$ cat src/rtl/seq_pattern_detector_if.sv
// Signal bundle for the serial pattern detector: sample/config inputs plus
// match and status outputs. The master side drives the stream, the slave
// side is the detector itself.
interface seq_pattern_detector_if #(
   parameter int PAT_W = 4,
   parameter int CNT_W = 8
);
   logic             en;
   logic             x;
   logic             cfg_we;
   logic [PAT_W-1:0] pat_in;
   logic             cnt_clr;
   logic             y;
   logic             y_q;
   logic [CNT_W-1:0] match_cnt;
   logic [4:0]       fill;

   modport master (
      output en, x, cfg_we, pat_in, cnt_clr,
      input  y, y_q, match_cnt, fill
   );

   modport slave (
      input  en, x, cfg_we, pat_in, cnt_clr,
      output y, y_q, match_cnt, fill
   );
endinterface

$ cat src/rtl/seq_pattern_detector.sv
// Parametrised serial Mealy pattern detector. Keeps the last PAT_W-1 accepted
// bits and compares them, together with the bit arriving this cycle, against
// a programmable pattern. y is combinational (same cycle as the final bit),
// y_q is its registered copy, and match_cnt counts matches with saturation.
module seq_pattern_detector #(
   parameter int               PAT_W   = 4,
   parameter logic [PAT_W-1:0] PATTERN = 4'b1101,
   parameter bit               OVERLAP = 1'b1,
   parameter int               CNT_W   = 8
) (
   input logic                 clk,
   input logic                 rst,
   seq_pattern_detector_if.slave bus
);

   // History is full once it holds PAT_W-1 bits; the incoming bit completes the window.
   localparam logic [4:0]       FULL    = 5'(PAT_W - 1);
   localparam logic [CNT_W-1:0] CNT_MAX = '1;
   localparam logic [CNT_W-1:0] CNT_ONE = CNT_W'(1);

   logic [PAT_W-2:0] hist;
   logic [PAT_W-1:0] pat_q;
   logic [4:0]       depth;
   logic [PAT_W-1:0] window;
   logic             hit;
   logic             y_reg;
   logic [CNT_W-1:0] cnt;

   // The candidate window is the stored history followed by the live bit;
   // dropping its MSB also gives the next history, which works for PAT_W=2 too.
   assign window = {hist, bus.x};

   // A config write steals the cycle, so no match can be reported alongside it.
   assign hit = bus.en & ~bus.cfg_we & (depth == FULL) & (window == pat_q);

   assign bus.y         = hit & ~rst;
   assign bus.y_q       = y_reg;
   assign bus.match_cnt = cnt;
   assign bus.fill      = depth;

   // History, valid depth and pattern register; config write wins over a sample.
   always_ff @(posedge clk) begin
      if (rst) begin
         hist  <= '0;
         depth <= '0;
         pat_q <= PATTERN;
      end else if (bus.cfg_we) begin
         pat_q <= bus.pat_in;
         hist  <= '0;
         depth <= '0;
      end else if (bus.en) begin
         if (!OVERLAP && hit) begin
            hist  <= '0;
            depth <= '0;
         end else begin
            hist  <= window[PAT_W-2:0];
            depth <= (depth == FULL) ? FULL : depth + 5'd1;
         end
      end
   end

   // One-cycle delayed copy of the Mealy output for consumers that want a clean flop.
   always_ff @(posedge clk) begin
      if (rst) begin
         y_reg <= 1'b0;
      end else begin
         y_reg <= bus.y;
      end
   end

   // Saturating match counter; a clear coinciding with a hit keeps that hit.
   always_ff @(posedge clk) begin
      if (rst) begin
         cnt <= '0;
      end else if (bus.cnt_clr) begin
         cnt <= hit ? CNT_ONE : '0;
      end else if (hit && (cnt != CNT_MAX)) begin
         cnt <= cnt + CNT_ONE;
      end
   end

endmodule

$ cat src/flat_wrapper.sv
// flat-port wrapper written by rule: the top's interface ports become plain ports
module seq_pattern_detector_flat 
#(
   parameter int               PAT_W   = 4,
   parameter logic [PAT_W-1:0] PATTERN = 4'b1101,
   parameter bit               OVERLAP = 1'b1,
   parameter int               CNT_W   = 8
)
  (clk, rst, bus_en, bus_x, bus_cfg_we, bus_pat_in, bus_cnt_clr, bus_y, bus_y_q, bus_match_cnt, bus_fill);
  seq_pattern_detector_if #(.PAT_W(PAT_W), .CNT_W(CNT_W)) bus_i ();
  input logic clk;
  input logic rst;
  input wire logic [$bits(bus_i.en)-1:0] bus_en;
  input wire logic [$bits(bus_i.x)-1:0] bus_x;
  input wire logic [$bits(bus_i.cfg_we)-1:0] bus_cfg_we;
  input wire logic [$bits(bus_i.pat_in)-1:0] bus_pat_in;
  input wire logic [$bits(bus_i.cnt_clr)-1:0] bus_cnt_clr;
  output wire logic [$bits(bus_i.y)-1:0] bus_y;
  output wire logic [$bits(bus_i.y_q)-1:0] bus_y_q;
  output wire logic [$bits(bus_i.match_cnt)-1:0] bus_match_cnt;
  output wire logic [$bits(bus_i.fill)-1:0] bus_fill;
  assign bus_i.en = bus_en;
  assign bus_i.x = bus_x;
  assign bus_i.cfg_we = bus_cfg_we;
  assign bus_i.pat_in = bus_pat_in;
  assign bus_i.cnt_clr = bus_cnt_clr;
  assign bus_y = bus_i.y;
  assign bus_y_q = bus_i.y_q;
  assign bus_match_cnt = bus_i.match_cnt;
  assign bus_fill = bus_i.fill;
  seq_pattern_detector #(.PAT_W(PAT_W), .PATTERN(PATTERN), .OVERLAP(OVERLAP), .CNT_W(CNT_W)) u_core (.clk(clk), .rst(rst), .bus(bus_i));
endmodule
$ cat config.mk
export PLATFORM = sky130hd
export DESIGN_NAME = seq_pattern_detector_flat
export DESIGN_NICKNAME = d
export VERILOG_FILES = /design/src/rtl/seq_pattern_detector_if.sv /design/src/rtl/seq_pattern_detector.sv /design/src/flat_wrapper.sv
export SDC_FILE = /design/constraint.sdc
export NUM_CORES = 1
export LEC_CHECK = 0
export ABC_CLOCK_PERIOD_IN_PS = 1600
export BUFFER_PORTS_ARGS = -buffer_cell sky130_fd_sc_hd__buf_2
export CORE_ASPECT_RATIO = 0.6
export CORE_UTILIZATION = 30
export CTS_CLUSTER_DIAMETER = 150
export DETAILED_ROUTE_END_ITERATION = 10
export GPL_ROUTABILITY_DRIVEN = 0
export PLACE_DENSITY = 0.64
export SYNTH_ARGS = -nofsm -noshare
export SYNTH_HDL_FRONTEND = slang
export SYNTH_SLANG_ARGS = --single-unit
$ cat constraint.sdc
create_clock -name clk -period 1.6 [get_ports clk]
set_input_delay 0.08 -clock clk [delete_from_list [all_inputs] [get_ports clk]]
set_output_delay 0.08 -clock clk [all_outputs]
set_load 0.005 [all_outputs]
==> flow_summary.yaml <==
grt:
  grt_usage_pct: 12.1
  grt_pass1_wl_um: 3410
  grt_overflow: 0
  grt_max_degree: 13
  grt_pass1_vias: 742
  antenna_found_initial: 0
power:
  power.combinational.fraction_pct: 8.2
  leakage_nw: 0.548
  netSwitchingFraction_pct: 23.2
  power_w: 0.000968
  ir_drop_uv: 332
  power.internal_w: 0.000744
  switchingPower_w: 0.000224
  pwr-share-seq_pct: 55.9
  p_per_area_nw_per_um2: 735
  clock_power_share_pct: 35.9
floorplanning:
  die_x_um: 77.6
  io_pins: 25
  start_util_pct: 31.5
  core-area_um2: 3260
  rows: 16
  die_area_um2: 3670
  die_h_um: 47.4
sta:
  hold_viol: 0
  tns_ps: 0
  rsz0062_at_grt: "yes"
  period_share_pct: 99.0
  relSlewSlack_pct: 80.6
  drv_slew: 0
  tightest_slew_ps: 290
  fmax_mhz: 632
  setup_viol: 0
  period_minus_slack_ps: 1580
  skew_ps: 5.66
critical_path:
  cp_data_required_time_ps: 1770
  crit_fanout: 7
  path_delay_family: "simple AND/OR/NAND/NOR gates"
  crit_type: "register to register"
  crit_chain: "ha_4 > nor4b_4 > nand4_2 > nor2_4 > a21oi_1 > a311oi_1"
  cpPeakStageDelay_ps: 350
  arrival_ps: 1750
  end_kind: "register"
  critPathSlowestCell: "dfxtp_2"
  crit_buf_inv: 0
  worstSetupStartpointType: "register"
routing:
  drc: 0
  wl_met2_um: 1010
  dr_wl_met3_um: 98
  wl_per_cell_um: 12.0
  wl_um: 2260
  drt-pass1-iter-count: 6
  drt_iter0_drc: 54
  viasPerCell: 4.87
  routed.top_layer: "met4"
  vias: 915
  routedLengthMet1_um: 1140
  ant_nets: 0
logic_synthesis:
  ys_seq_area_share_pct: 40.9
  yosysUniqueCellTypes: 37
  syn_nets: 124
  avgSynthCellArea_um2: 9.18
  synthesis.instances: 112
  netlist_area_um2: 1030
  yosys.area.top_type: "dfxtp_1"
  synth_top_area_share_pct: 40.9
  synthTopCellsByArea: "dfxtp_1, nor2_1, mux2i_1, xnor2_1, a211oi_1"
  synth.ff_latch_count: 21
  ys.warnings.count: 0
cts:
  clock_latency_ps: 260
  clkSinkCount: 21
  clock_path_buffers: 2
  numCtsBuffers: 3
  htree_levels: 1
  clkTransAtPathRegs_ps: 80
  root_buffer: "clkbuf_8"
  cts_tree: "yes"
final_layout:
  diodes: 0
  layout.nets: 156
  mostFrequentLayoutCells: "buf_2, dfxtp_1, nor2_1"
  syn2layout_area_growth_pct: 28.1
  drive_gt1_share_pct: 36.4
  final_common_cell: "buf_2"
placement:
  hpwl_um: 1690
  placement.io_buffers: 24
run_status:
  status: "finished clean"
run:
  cap_viol_max_count: 0
worst_hold_path:
  hold_path.class: "input pin to register"
kinds of logic after synthesis:
group                      count (synthesis)  share of synthesized area [%]
muxes                                      5                           4.87
adders and majority gates                  2                           2.43
xor gates and xnor gates                   6                           5.11
DFF                                       21                           40.9
buffers and inverters                      7                           3.65
AOI/OAI and AO/OA                         20                           14.2
and+or+nand+nor                           51                           28.8
metrics by stage:
stage          util (%)  worst slack, ps  area, um^2  cells  hold slack (ps)
2_1_floorplan         -             10.7        1030    112              198
5_1_grt            40.4            -57.6        1320    188             16.8
6_report           40.4             16.6        1320    188             16.6
3_5_place_dp       37.8            -96.9        1230    183              296
3_3_place_gp       37.8            -26.7        1230    183              287
4_1_cts            39.6             16.1        1290    188             14.5
metal layers:
metal,track usage (%),vias up
met5,0,-
met4,3.40,0
met3,3.69,3
met2,17.5,22
met1,17.4,421
li1,-,469
flip-flops by register name (all words and copies together), names as in the netlist:
register              cells
u_core.bus.match_cnt      8
u_core.bus.y_q            1
u_core.hist               3
u_core.bus.fill           5
u_core.pat_q              4
cell type report:
class,count,area [um^2]
fillers,328,1950
multi-input cells,85,604
flip-flops and latches,21,423
repair buffers,32,184
well taps,45,56.3
clock buffers,3,41.3
clock inverters,1,5.00
inverters,1,3.75
synthesized netlist by cell type, drive strengths merged:
cell / n
nand3b: 1
and2b: 2
o21ai: 2
xor2: 2
dfxtp: 21
a22oi: 1
a31oi: 3
or2: 2
a21oi: 3
nor3b: 1
nor3: 4
and4: 1
nor2: 16
nor2b: 3
nand2: 7
xnor2: 4
nand4: 4
nor4b: 1
nand3: 5
clkbuf: 2
a211o: 3
a211oi: 5
inv: 1
buf: 4
and4b: 1
and2: 1
a311oi: 1
mux2i: 5
ha: 2
o2bb2ai: 1
a31o: 1
and3: 2
worst register-to-register path: stages (launching register included):
cell	delay, ps
dfxtp_2	350
ha_4	140
nor4b_4	260
nand4_2	200
nor2_4	230
a21oi_1	100
a311oi_1	210
final timing paths:
kind                            slack [ps]  cells past startpoint                                   end                                  from
worst min-delay path                    20                      2          u_core.pat_q[0]$_SDFFE_PP1P_                         bus_pat_in[0]
worst max register to register          20                      6  u_core.bus.match_cnt[2]$_SDFFE_PP0P_       u_core.bus.fill[1]$_SDFFE_PP0P_
worst max-delay path                    20                      6  u_core.bus.match_cnt[2]$_SDFFE_PP0P_       u_core.bus.fill[1]$_SDFFE_PP0P_
worst min register to register         520                      2  u_core.bus.match_cnt[1]$_SDFFE_PP0P_  u_core.bus.match_cnt[1]$_SDFFE_PP0P_
power groups by stage:
stage	Clock (W)	Combinational (W)	Sequential [W]
floorplan	0	0.0000529	0.000552
global placement	0	0.0000764	0.000552
detailed placement	0	0.0000781	0.000552
CTS	0.000361	0.0000791	0.000540
global route	0.000383	0.0000894	0.000543
finish	0.000347	0.0000797	0.000541
timing repair:
item / CTS / global route
hold buffers: 0 / 0
gates cloned: 1 / 0
setup endpoints to repair: 9 / 9
pin swaps: 3 / 7
setup buffers: 0 / 1
gates resized for setup: 3 / 4
No activity file was read; power rests on OpenSTA's default activity.
